File: src/rtl/note_detector.sv
// Measures the period of a square-wave tone pin, decodes it to a fullnote code
// (octave*12 + note), and publishes it after a run of identical decodes.
module note_detector #(
  parameter int STABLE_COUNT = 3,
  parameter int TIMEOUT      = 300000,
  parameter int LO_LIMIT     = 264,
  parameter int HI_LIMIT     = 527
) (
  input  logic       clk,
  input  logic       RESET_n,
  input  logic       tone_in,
  output logic [5:0] note_code,
  output logic [2:0] octave,
  output logic [3:0] note,
  output logic       note_valid,
  output logic       silent,
  output logic       note_strobe
);

  // state     | meaning
  // S_IDLE    | no reference edge yet, waiting for the first rising edge
  // S_MEASURE | period counter running, next edge captures P
  // S_NORM    | octave search, one shift amount per cycle
  // S_MATCH   | walk the note midpoint thresholds from A downward
  // S_CONFIRM | update candidate/stability and publish when stable
  typedef enum logic [2:0] {S_IDLE, S_MEASURE, S_NORM, S_MATCH, S_CONFIRM} state_t;

  state_t      r_state, w_next;
  logic [1:0]  r_sync;
  logic        r_prev, r_edge;
  logic [19:0] r_cnt;
  logic [18:0] r_h;
  logic [2:0]  r_oct;
  logic [9:0]  r_m;
  logic [3:0]  r_k, r_note_dec;
  logic        r_none;
  logic [6:0]  r_cand;
  logic [3:0]  r_stable;
  logic [5:0]  r_code;
  logic [2:0]  r_octave;
  logic [3:0]  r_note;
  logic        r_valid, r_strobe;

  logic [18:0] w_m;
  logic [9:0]  w_thr;
  logic [5:0]  w_code;
  logic [6:0]  w_cand;
  logic [3:0]  w_stable_nxt;
  logic        w_timeout, w_m_lo_ok, w_m_hi_bad, w_hit, w_same;
  logic        w_norm_ok, w_norm_oor, w_match_done, w_publish;

  function automatic logic [9:0] f_thr(input logic [3:0] k);
    case (k)
      4'd0:    f_thr = 10'd497;
      4'd1:    f_thr = 10'd469;
      4'd2:    f_thr = 10'd443;
      4'd3:    f_thr = 10'd418;
      4'd4:    f_thr = 10'd395;
      4'd5:    f_thr = 10'd373;
      4'd6:    f_thr = 10'd352;
      4'd7:    f_thr = 10'd332;
      4'd8:    f_thr = 10'd313;
      4'd9:    f_thr = 10'd295;
      default: f_thr = 10'd279;
    endcase
  endfunction

  assign w_m        = r_h >> (4'd8 - {1'b0, r_oct});
  assign w_m_lo_ok  = (w_m >= 19'(LO_LIMIT));
  assign w_m_hi_bad = (w_m > 19'(HI_LIMIT));
  assign w_thr      = f_thr(r_k);
  assign w_hit      = (r_m >= w_thr);
  assign w_timeout  = (r_cnt == 20'(TIMEOUT));
  // octave*12 + note, deliberately truncated to 6 bits
  assign w_code     = {1'b0, r_oct, 2'b00} * 6'd3 + {2'b00, r_note_dec};
  assign w_cand     = r_none ? 7'h40 : {1'b0, w_code};
  assign w_same     = (r_stable != 4'd0) && (r_cand == w_cand);
  assign w_stable_nxt = !w_same ? 4'd1 :
                        (r_stable >= 4'(STABLE_COUNT)) ? r_stable : r_stable + 4'd1;

  always_ff @(posedge clk or negedge RESET_n) begin
    if (!RESET_n) r_state <= S_IDLE;
    else          r_state <= w_next;
  end

  always_comb begin
    w_next = r_state;
    if (w_timeout) w_next = S_IDLE;
    else begin
      case (r_state)
        S_IDLE:    if (r_edge) w_next = S_MEASURE;
        S_MEASURE: if (r_edge) w_next = S_NORM;
        S_NORM: begin
          if (w_norm_ok)       w_next = S_MATCH;
          else if (w_norm_oor) w_next = S_CONFIRM;
        end
        S_MATCH:   if (w_match_done) w_next = S_CONFIRM;
        S_CONFIRM: w_next = S_MEASURE;
        default:   w_next = S_IDLE;
      endcase
    end
  end

  always_comb begin
    w_norm_ok    = 1'b0;
    w_norm_oor   = 1'b0;
    w_match_done = 1'b0;
    w_publish    = 1'b0;
    case (r_state)
      S_NORM: begin
        w_norm_ok  = w_m_lo_ok && !w_m_hi_bad;
        w_norm_oor = w_m_lo_ok ? w_m_hi_bad : (r_oct == 3'd5);
      end
      S_MATCH:   w_match_done = w_hit || (r_k == 4'd10);
      S_CONFIRM: w_publish    = (w_stable_nxt >= 4'(STABLE_COUNT));
      default: ;
    endcase
  end

  always_ff @(posedge clk or negedge RESET_n) begin
    if (!RESET_n) begin
      r_sync     <= 2'b00;
      r_prev     <= 1'b0;
      r_edge     <= 1'b0;
      r_cnt      <= '0;
      r_h        <= '0;
      r_oct      <= '0;
      r_m        <= '0;
      r_k        <= '0;
      r_note_dec <= '0;
      r_none     <= 1'b0;
      r_cand     <= '0;
      r_stable   <= '0;
      r_code     <= '0;
      r_octave   <= '0;
      r_note     <= '0;
      r_valid    <= 1'b0;
      r_strobe   <= 1'b0;
    end else begin
      r_sync   <= {r_sync[0], tone_in};
      r_prev   <= r_sync[1];
      r_edge   <= r_sync[1] & ~r_prev;
      r_strobe <= 1'b0;
      if (r_edge)             r_cnt <= 20'd1;
      else if (r_cnt != '1)   r_cnt <= r_cnt + 20'd1;
      if (w_timeout) begin
        r_stable <= '0;
        r_cand   <= '0;
        if (r_valid) begin
          r_valid  <= 1'b0;
          r_strobe <= 1'b1;
        end
      end else begin
        case (r_state)
          S_MEASURE: if (r_edge) begin
            r_h    <= r_cnt[19:1];
            r_oct  <= '0;
            r_none <= 1'b0;
          end
          S_NORM: begin
            if (w_norm_ok) begin
              r_m <= w_m[9:0];
              r_k <= '0;
            end else if (w_norm_oor) r_none <= 1'b1;
            else                     r_oct  <= r_oct + 3'd1;
          end
          S_MATCH: begin
            if (w_hit)              r_note_dec <= r_k;
            else if (r_k == 4'd10)  r_note_dec <= 4'd11;
            else                    r_k        <= r_k + 4'd1;
          end
          S_CONFIRM: begin
            r_cand   <= w_cand;
            r_stable <= w_stable_nxt;
            if (w_publish) begin
              if (r_none) begin
                if (r_valid) begin
                  r_valid  <= 1'b0;
                  r_strobe <= 1'b1;
                end
              end else begin
                if (!r_valid || (w_code != r_code)) r_strobe <= 1'b1;
                r_valid  <= 1'b1;
                r_code   <= w_code;
                r_octave <= r_oct;
                r_note   <= r_note_dec;
              end
            end
          end
          default: ;
        endcase
      end
    end
  end

  assign note_code   = r_code;
  assign octave      = r_octave;
  assign note        = r_note;
  assign note_valid  = r_valid;
  assign silent      = ~r_valid;
  assign note_strobe = r_strobe;

endmodule

File: config.mk
export PLATFORM = sky130hd
export DESIGN_NAME = note_detector
export DESIGN_NICKNAME = d
export VERILOG_FILES = /design/src/rtl/note_detector.sv
export SDC_FILE = /design/constraint.sdc
export NUM_CORES = 1
export LEC_CHECK = 0
export ABC_CLOCK_PERIOD_IN_PS = 5470
export BUFFER_PORTS_ARGS = -buffer_cell sky130_fd_sc_hd__buf_2
export CAP_MARGIN = 0
export CORE_ASPECT_RATIO = 0.9
export CORE_MARGIN = 8
export CORE_UTILIZATION = 40
export CTS_CLUSTER_SIZE = 14
export DETAILED_ROUTE_END_ITERATION = 7
export PLACE_DENSITY = 0.64
export SYNTH_ARGS = -nofsm -noshare
export SYNTH_HDL_FRONTEND = slang
export SYNTH_SLANG_ARGS = --single-unit
File: constraint.sdc
create_clock -name clk -period 5.47 [get_ports clk]
set_input_delay 0.547 -clock clk [delete_from_list [all_inputs] [get_ports clk]]
set_output_delay 0.547 -clock clk [all_outputs]
set_load 0.03 [all_outputs]
==> summary.txt, run 1 <==
Place
  – Placer congestion estimate: 0.847
  – Port buffer count: 18
  – Post-DP HPWL: 9030 um
  – Dpl cells: 747

Layout
  – Fin util: 0.448
  – Multi-input gate area: 3140 um^2
  – Layout Cells excl Fill: 763
  – Diode count: 0
  – Fin nets: 594
  – Commonest cells after routing, fill and taps aside: 92 x dfrtp_1, 53 x nand2_1, 50 x nor2_1
  – Layout area overhead: 9.73%
  – FF+latch area: 2300 um^2
  – Commonest non-fill, non-tap cell in the layout: dfrtp_1
  – Share of cells above drive strength 1: 0.196
  – Layout fillers: 1324

STA
  – Final min period: 4.66 ns
  – Max Transition Viols Final: 0
  – Final Skew: 0.00756 ns
  – Max Clock Freq: 215 MHz
  – Setup Total Neg Slack: 0 ns
  – Worst slew pin tran: 1.24 ns
  – Final setup viols: 0
  – Max_slew headroom: 0.166
  – Final Cycle Share: 0.851
  – Unrepaired setup endpoints after global routing: no
  – Fin. Hold Viols: 0

Synth
  – Post-synth ARST share: 1.00
  – Share of the synthesized area in the top cell type: 0.404
  – Post-Synthesis Mean Instance Area: 10.2 um^2
  – Synth Instances: 560
  – Yosys top cell by area: dfrtp_1
  – Post-synthesis sequential area ratio: 0.404
  – Yosys warns: 0
  – Synthesized flop and latch total: 92
  – Cell variety after synth: 70
  – Number of enable flip-flop cells after synthesis: 0
  – Synth top area cells: dfrtp_1 40%, mux2_2 9.1%, ha_1 5.3%
  – Most common flop cell mapped by yosys: dfrtp_1
  – Synthesized area: 5700 um^2
  – Syn Nets: 589

GRT
  – Initial antenna violation count: 0
  – First-pass GRT wire length: 21100 um
  – GRT Util Overall: 0.143
  – Total grt overflow: 0
  – Vias in the first global route: 4258
  – Largest net degree at the start of global routing: 53

Outcome
  – Outcome: complete, no violations

Power
  – Pwr dens: 443 nW/um^2
  – Sequential group share of total power: 0.336
  – Worst IR Drop VDD: 0.317 mV
  – Clock power share: 0.246
  – Combinational Power Share: 0.418
  – Sw Share: 0.393
  – Pleak: 2.87 nW
  – P_int: 1.68 mW
  – Psw: 1.09 mW

CTS
  – # resized after CTS: 0
  – Total CTS buffers: 9
  – Worst-path clk slew: 0.07 ns
  – CTS tree: done
  – Clk buf depth: 2
  – CTS sink cnt: 92
  – H-tree depth: 3
  – Root Driver: clkbuf_16
  – Setup Fix Bufs, Post-CTS: 0
  – # hold bufs at CTS: 0
  – Clk Latency, worst-skew pair: 0.35 ns

Detailed routing
  – WL final: 12500 um
  – Antenna viol nets, final: 0
  – DRT iter0 DRCs: 342
  – Drt wl/cell: 16.4 um
  – Routed vias: 4214
  – Residual DRC count: 0
  – Vias per inst: 5.52
  – Detailed Routing Iterations Pass 1: 6

Worst setup path
  – Critical path fanouts, max: 23
  – Crit end category: register
  – Worst endpoint data arrival time: 4.89 ns
  – Worst EP required: 5.70 ns
  – R2R setup slack: 0.81 ns
  – R2r worst-path depth: 13
  – CP Launch Type: register
  – WS Path Type: reg -> reg
  – FF-to-FF Start: r_oct[0]
  – Critical R2R Capture: octave[1]

Min path
  – Hold crit path type: in -> async

Die
  – Die height: 129 um
  – Die Span X: 142 um
  – Initial Util: 0.408
  – I/O pins: 19
  – Core footprint: 14000 um^2
  – # rows: 41
  – Die area: 18300 um^2

Flow run
  – Maxcap violations: 0
-- flip-flops by register name, summed over array words and instances (netlist names) --
name	count
note	2
note_code	6
note_strobe	1
note_valid	1
octave	3
r_cand	7
r_cnt	20
r_edge	1
r_h	19
r_k	4
r_m	10
r_none	1
r_note_dec	4
r_oct	3
r_prev	1
r_stable	4
r_state	3
r_sync	2
-- routing by layer --
| metal | share of wire | wire length, um | global-route usage | up-vias |
|---|---|---|---|---|
| li1 | - | - | - | 2007 |
| met5 | 0 | 0 | 0 | - |
| met3 | 0.046 | 574 | 0.0353 | 13 |
| met1 | 0.48 | 5990 | 0.194 | 2097 |
| met4 | 0.012 | 150 | 0.0429 | 0 |
| met2 | 0.46 | 5760 | 0.220 | 97 |
-- critical path, cell delays in order, from the launching register on --
cell,delay (ns)
dfrtp_1,0.32
buf_4,0.26
inv_2,0.18
ha_1,0.35
inv_1,0.10
fa_1,0.41
xor2_1,0.27
and2_1,0.21
xnor2_1,0.14
o21ai_0,0.11
or4_1,0.52
or3_1,0.43
nor3_2,0.79
mux2_2,0.43
-- power groups by stage --
| stage | Combinational, mW | Sequential (mW) | Clock [mW] |
|---|---|---|---|
| after floorplan | 0.994 | 0.863 | 0 |
| after global placement | 1.11 | 0.936 | 0 |
| after detailed placement | 1.15 | 0.941 | 0 |
| after CTS | 1.15 | 0.929 | 0.705 |
| after global routing | 1.29 | 0.950 | 0.727 |
| final | 1.16 | 0.931 | 0.682 |
-- layout make-up --
type                    count  share of cell area
flip-flops and latches     92               0.368
multi-input cells         411               0.502
clock buffers               9              0.0360
repair buffers             24              0.0220
clock inverters             7              0.0168
well taps                 193              0.0386
inverters                  27              0.0162
-- synth_stat cells, drive strengths merged (16+ instances only) --
cell	instances
a21oi	21
buf	16
xnor2	17
o21ai	21
nand2	53
dfrtp	92
ha	24
nor2	51
mux2i	20
mux2	48
nor3	22
inv	27
-- worst max-delay path by stage --
stage	endpoint	cells after the start	slack, ns	start
finish	octave[1]	13	0.81	r_oct[0]
global route	note[3]	13	0.54	r_oct[0]
CTS	note[3]	13	0.87	r_oct[0]
detailed placement	octave[0]	13	0.90	r_oct[0]
global placement	octave[1]	13	1.08	r_oct[0]
floorplan	note[3]	17	1.09	r_oct[0]
-- metrics by stage --
stage          worst slack [ns]  hold WS [ns]  instance area [um^2]  total power, mW
4_1_cts                   0.866         0.187                  6250             2.79
2_1_floorplan              1.09         0.251                  5700             1.86
3_3_place_gp               1.08         0.347                  5920             2.04
6_report                  0.813         0.176                  6250             2.77
3_5_place_dp              0.896         0.345                  5920             2.09
5_1_grt                   0.536         0.209                  6250             2.97
-- cell families after synthesis --
group | count (synthesis) | synth area share
mux | 79 | 0.176
xor+xnor | 31 | 0.0477
fa+ha+maj | 26 | 0.0598
buf+inv | 57 | 0.0468
flops | 92 | 0.404
simple gates | 178 | 0.149
compound gates | 97 | 0.117
(Power assumes the default switching activity.)
==> run 2: changes to the inputs <==
--- a/config.mk
+++ b/config.mk
@@ -10,10 +10,10 @@
 export CAP_MARGIN = 0
 export CORE_ASPECT_RATIO = 0.9
 export CORE_MARGIN = 8
-export CORE_UTILIZATION = 40
+export CORE_UTILIZATION = 30
 export CTS_CLUSTER_SIZE = 14
 export DETAILED_ROUTE_END_ITERATION = 7
-export PLACE_DENSITY = 0.64
+export PLACE_DENSITY = 0.53
 export SYNTH_ARGS = -nofsm -noshare
 export SYNTH_HDL_FRONTEND = slang
 export SYNTH_SLANG_ARGS = --single-unit
==> run 2 against run 1 <==
Combinational power about the same. Routed wire length is 3.4% higher. Largest cell class unchanged. Die area up 29%. Utilization decreased by 11 points. Non-clock buffer count up 1. Power decreased by 1.9%. Clock power fell by 6.6%. Clock-buffer cell count rose by 1. Register-to-register slack better by 0.10 ns. Hold slack gained 0.013 ns. Via count down 1.3%. Cell count is 6.9% higher.
==> summary.txt, run 2 (same netlist as run 1, synthesis figures left out) <==
Place
  – Dpl cells: 800
  – Port buffer count: 18
  – Placement Setup Slack: 0.959 ns
  – Placer congestion estimate: 0.845
  – Placed Area: 5990 um^2
  – Post-DP HPWL: 9220 um

GRT
  – Largest net degree at the start of global routing: 50
  – Initial antenna violation count: 0
  – First-pass GRT wire length: 21900 um
  – GRT Util Overall: 0.114
  – Vias in the first global route: 4094
  – Total grt overflow: 0

Power
  – Total power: 2.72 mW
  – Pwr dens: 432 nW/um^2
  – Pleak: 2.86 nW
  – Worst IR Drop VDD: 0.231 mV

Die
  – # rows: 47
  – Die area: 23700 um^2
  – Core footprint: 18500 um^2
  – Die Span X: 161 um
  – Initial Util: 0.307
  – Die height: 147 um
  – I/O pins: 19

CTS
  – CTS sink cnt: 92
  – Clk Latency, worst-skew pair: 0.35 ns
  – Root Driver: clkbuf_16
  – Setup Fix Bufs, Post-CTS: 0
  – Total CTS buffers: 9
  – CTS tree: done
  – H-tree depth: 3
  – # hold bufs at CTS: 0
  – Worst-path clk slew: 0.07 ns
  – Clk buf depth: 2
  – # resized after CTS: 0

Worst setup path
  – Critical path fanouts, max: 22
  – Worst EP required: 5.71 ns
  – WS Path Type: reg -> reg
  – Crit end category: register
  – CP Launch Type: register
  – Worst endpoint data arrival time: 4.79 ns

STA
  – Fin. Hold Viols: 0
  – Unrepaired setup endpoints after global routing: no
  – Max Transition Viols Final: 0
  – Final Cycle Share: 0.833
  – Worst slew pin tran: 0.978 ns
  – Final setup margin: 0.916 ns
  – Setup Total Neg Slack: 0 ns
  – Max_slew headroom: 0.345
  – Final setup viols: 0
  – Final min period: 4.55 ns
  – Max Clock Freq: 220 MHz
  – Final Skew: 0.00998 ns

Detailed routing
  – WL final: 12900 um
  – DRT iter0 DRCs: 293
  – Drt wl/cell: 15.8 um
  – Routed vias: 4161
  – Detailed Routing Iterations Pass 1: 5
  – Antenna viol nets, final: 0
  – Residual DRC count: 0
  – Vias per inst: 5.10

Layout
  – Largest register FFs: 20
  – Share of cells above drive strength 1: 0.198
  – Fin nets: 595
  – Largest registers: r_cnt: 20 flops, r_h: 19 flops, r_m: 10 flops
  – Commonest cells after routing, fill and taps aside: 92 x dfrtp_1, 53 x nand2_1, 50 x nor2_1
  – Diode count: 0
  – Layout area overhead: 10.5%
  – Commonest non-fill, non-tap cell in the layout: dfrtp_1
  – Fin area: 6290 um^2
  – Layout Cells excl Fill: 816
  – Layout fillers: 1858
  – Reg with most FFs: r_cnt

Outcome
  – Outcome: complete, no violations

Min path
  – Hold crit path type: in -> async

Flow run
  – Maxcap violations: 0
## run 2: report_power, final
part | internal, mW | switching (mW) | leakage, nW | total, mW
Clock | 0.366 | 0.271 | 0.144 | 0.637
Sequential | 0.782 | 0.154 | 1.25 | 0.936
Combinational | 0.490 | 0.655 | 1.47 | 1.15
## run 2: final cells by class
class / count / area, um^2 / area share
inverters: 27 / 101 / 0.0161
clock inverters: 6 / 63.8 / 0.0101
clock buffers: 10 / 239 / 0.0380
multi-input cells: 411 / 3140 / 0.498
repair buffers: 25 / 145 / 0.0231
flip-flops and latches: 92 / 2300 / 0.366
well taps: 245 / 307 / 0.0487
## run 2: routing by layer
metal	up-vias	track usage	wire length (um)
met5	-	0	0
met4	0	0.0384	158
met3	10	0.0240	451
met2	70	0.169	5710
met1	2066	0.160	6580
li1	2015	-	-
## run 2: critical path: stages, from the launching register on
cell	delay [ns]
dfrtp_1	0.35
buf_4	0.27
inv_2	0.17
ha_1	0.35
inv_1	0.10
fa_1	0.41
xor2_1	0.25
and2_1	0.20
xnor2_1	0.11
o21ai_0	0.08
or4_1	0.52
or3_1	0.44
nor3_2	0.76
mux2_2	0.42
## run 2: metrics by stage
stage               utilization  hold slack [ns]
finish                    0.340            0.189
global route              0.340            0.224
CTS                       0.340            0.217
detailed placement        0.323            0.345
global placement          0.323            0.348
floorplan                     -            0.251
## run 2: path summary, 6_finish.rpt
| path | startpoint | end | slack (ns) | cells after the start |
|---|---|---|---|---|
| min reg2reg | r_sync[0] | r_sync[1] | 0.35 | 0 |
| max | r_oct[0] | note[2] | 0.92 | 13 |
| max reg2reg | r_oct[0] | note[2] | 0.92 | 13 |
| max in group asynchronous | RESET_n | r_h[4] | 4.24 | 2 |
| min in group clk | tone_in | r_sync[0] | 0.29 | 1 |
| min | RESET_n | r_stable[1] | 0.19 | 1 |
==> run 3: changes to the inputs <==
--- a/config.mk
+++ b/config.mk
@@ -5,7 +5,7 @@
 export SDC_FILE = /design/constraint.sdc
 export NUM_CORES = 1
 export LEC_CHECK = 0
-export ABC_CLOCK_PERIOD_IN_PS = 5470
+export ABC_CLOCK_PERIOD_IN_PS = 4750
 export BUFFER_PORTS_ARGS = -buffer_cell sky130_fd_sc_hd__buf_2
 export CAP_MARGIN = 0
 export CORE_ASPECT_RATIO = 0.9
==> constraint.sdc (replaced) <==
create_clock -name clk -period 4.75 [get_ports clk]
set_input_delay 0.475 -clock clk [delete_from_list [all_inputs] [get_ports clk]]
set_output_delay 0.475 -clock clk [all_outputs]
set_load 0.03 [all_outputs]
==> run 3 against run 2 <==
Clock-buffer cell count unchanged. Clock skew is 0.0031 ns lower. Hold slack worse by 0.088 ns. Clock power rose by 9.3%. Final area decreased by 0.14%. Flip-flop and latch count unchanged. Setup slack lost 0.37 ns. Die area unchanged. Register-to-register slack worse by 0.37 ns. Routed wire length is 1.3% lower. Cell count increased by 0.12%. Non-clock buffer count up 1.
==> summary.txt, run 3 (same netlist as run 1, synthesis figures left out) <==
Place
  – Dpl cells: 801
  – Placer congestion estimate: 0.884
  – Placement Setup Slack: 0.570 ns
  – Post-DP HPWL: 9120 um
  – Port buffer count: 18

Worst setup path
  – FF-to-FF Start: r_oct[0]
  – Delay-heaviest family, CP: simple AND/OR/NAND/NOR gates
  – Critical path fanouts, max: 10
  – R2r worst-path depth: 13
  – Crit path largest cell delay: 0.53 ns
  – Critical R2R Capture: note[2]
  – Crit end category: register
  – Worst endpoint data arrival time: 4.44 ns
  – R2R setup slack: 0.55 ns
  – WS Path Type: reg -> reg
  – CP Launch Type: register
  – Highest-delay cell along the critical path: or4_1
  – Buf/Inv on CP: 3
  – CP Cell Sequence: inv_2, ha_1, inv_1, fa_1, xor2_1, and2_1, xnor2_1, o21ai_0, or4_1, or3_1, nor3_2, buf_4, mux2_2
  – Worst EP required: 4.99 ns

STA
  – Final setup margin: 0.547 ns
  – Max Transition Viols Final: 0
  – Final Skew: 0.00690 ns
  – Final min period: 4.20 ns
  – Unrepaired setup endpoints after global routing: no
  – Worst slew pin tran: 0.871 ns
  – Setup Total Neg Slack: 0 ns
  – Final Cycle Share: 0.885
  – Final setup viols: 0
  – Max Clock Freq: 238 MHz
  – Fin. Hold Viols: 0
  – Worst hold slack: 0.101 ns
  – Max_slew headroom: 0.415

CTS
  – # resized after CTS: 0
  – Setup Fix Bufs, Post-CTS: 0
  – CTS tree: done
  – CTS sink cnt: 92
  – Root Driver: clkbuf_16
  – H-tree depth: 3
  – Total CTS buffers: 9
  – Clk Latency, worst-skew pair: 0.35 ns
  – Clk buf depth: 2
  – # hold bufs at CTS: 0
  – Worst-path clk slew: 0.07 ns

Power
  – Pleak: 2.86 nW
  – Pwr dens: 492 nW/um^2
  – Worst IR Drop VDD: 0.241 mV

Die
  – Die height: 147 um
  – I/O pins: 19
  – Die area: 23700 um^2
  – Core footprint: 18500 um^2
  – Initial Util: 0.307
  – # rows: 47
  – Die Span X: 161 um

Layout
  – Layout fillers: 1874
  – Layout area overhead: 10.4%
  – Layout Cells excl Fill: 817
  – Diode count: 0
  – Share of cells above drive strength 1: 0.199
  – Largest registers: r_cnt: 20 flops, r_h: 19 flops, r_m: 10 flops
  – Commonest cells after routing, fill and taps aside: 92 x dfrtp_1, 53 x nand2_1, 50 x nor2_1
  – Reg with most FFs: r_cnt
  – Largest register FFs: 20
  – Fin nets: 596
  – Commonest non-fill, non-tap cell in the layout: dfrtp_1

GRT
  – GRT Util Overall: 0.113
  – First-pass GRT wire length: 22100 um
  – Vias in the first global route: 4276
  – Largest net degree at the start of global routing: 52
  – Initial antenna violation count: 0
  – Total grt overflow: 0

Detailed routing
  – DRT iter0 DRCs: 257
  – Routed vias: 4153
  – Residual DRC count: 0
  – WL final: 12700 um
  – Detailed Routing Iterations Pass 1: 4
  – Vias per inst: 5.08
  – Antenna viol nets, final: 0
  – Drt wl/cell: 15.6 um

Outcome
  – Outcome: complete, no violations

Min path
  – Hold crit path type: in -> async

Flow run
  – Maxcap violations: 0
[run 3: changes by cell type in the layout (fill, tap and decap cells not counted), sizes merged]
cell / delta
inv: +2
buf: +1
bufinv: -1
clkinvlp: -1
[run 3: cell type report]
| type | count | area, um^2 | share of cell area |
|---|---|---|---|
| Clock inverter | 6 | 47.5 | 0.00756 |
| Clock buffer | 10 | 239 | 0.0380 |
| Inverter | 27 | 101 | 0.0161 |
| Tap cell | 245 | 307 | 0.0488 |
| Timing Repair Buffer | 26 | 153 | 0.0243 |
| Sequential cell | 92 | 2300 | 0.366 |
| Multi-Input combinational cell | 411 | 3140 | 0.499 |
[run 3: routing by layer]
metal,vias up,GRT usage,share of wire
met5,-,0,0
li1,2026,-,-
met3,20,0.0170,0.020
met2,61,0.174,0.44
met1,2046,0.156,0.52
met4,0,0.0439,0.018
[run 3: worst max-delay path by stage]
stage | cells after the start | to | slack, ns | from
floorplan | 17 | note[3] | 0.37 | r_oct[0]
global route | 13 | note_code[1] | 0.27 | r_oct[0]
CTS | 13 | note[2] | 0.55 | r_oct[0]
detailed placement | 13 | note[2] | 0.57 | r_oct[0]
global placement | 13 | note_code[2] | 0.72 | r_oct[0]
finish | 13 | note[2] | 0.55 | r_oct[0]
[run 3: report_power, final]
group          switching, mW  total (mW)  internal (mW)
Sequential             0.179        1.08          0.901
Combinational          0.751        1.31          0.563
Clock                  0.322       0.696          0.374
[run 3: per-stage QoR]
step,total power [mW],cell area [um^2],utilization
final,3.09,6290,0.339
after global routing,3.34,6290,0.339
after CTS,3.11,6290,0.339
after detailed placement,2.40,6000,0.324
after global placement,2.38,6000,0.324
after floorplan,2.14,5700,-
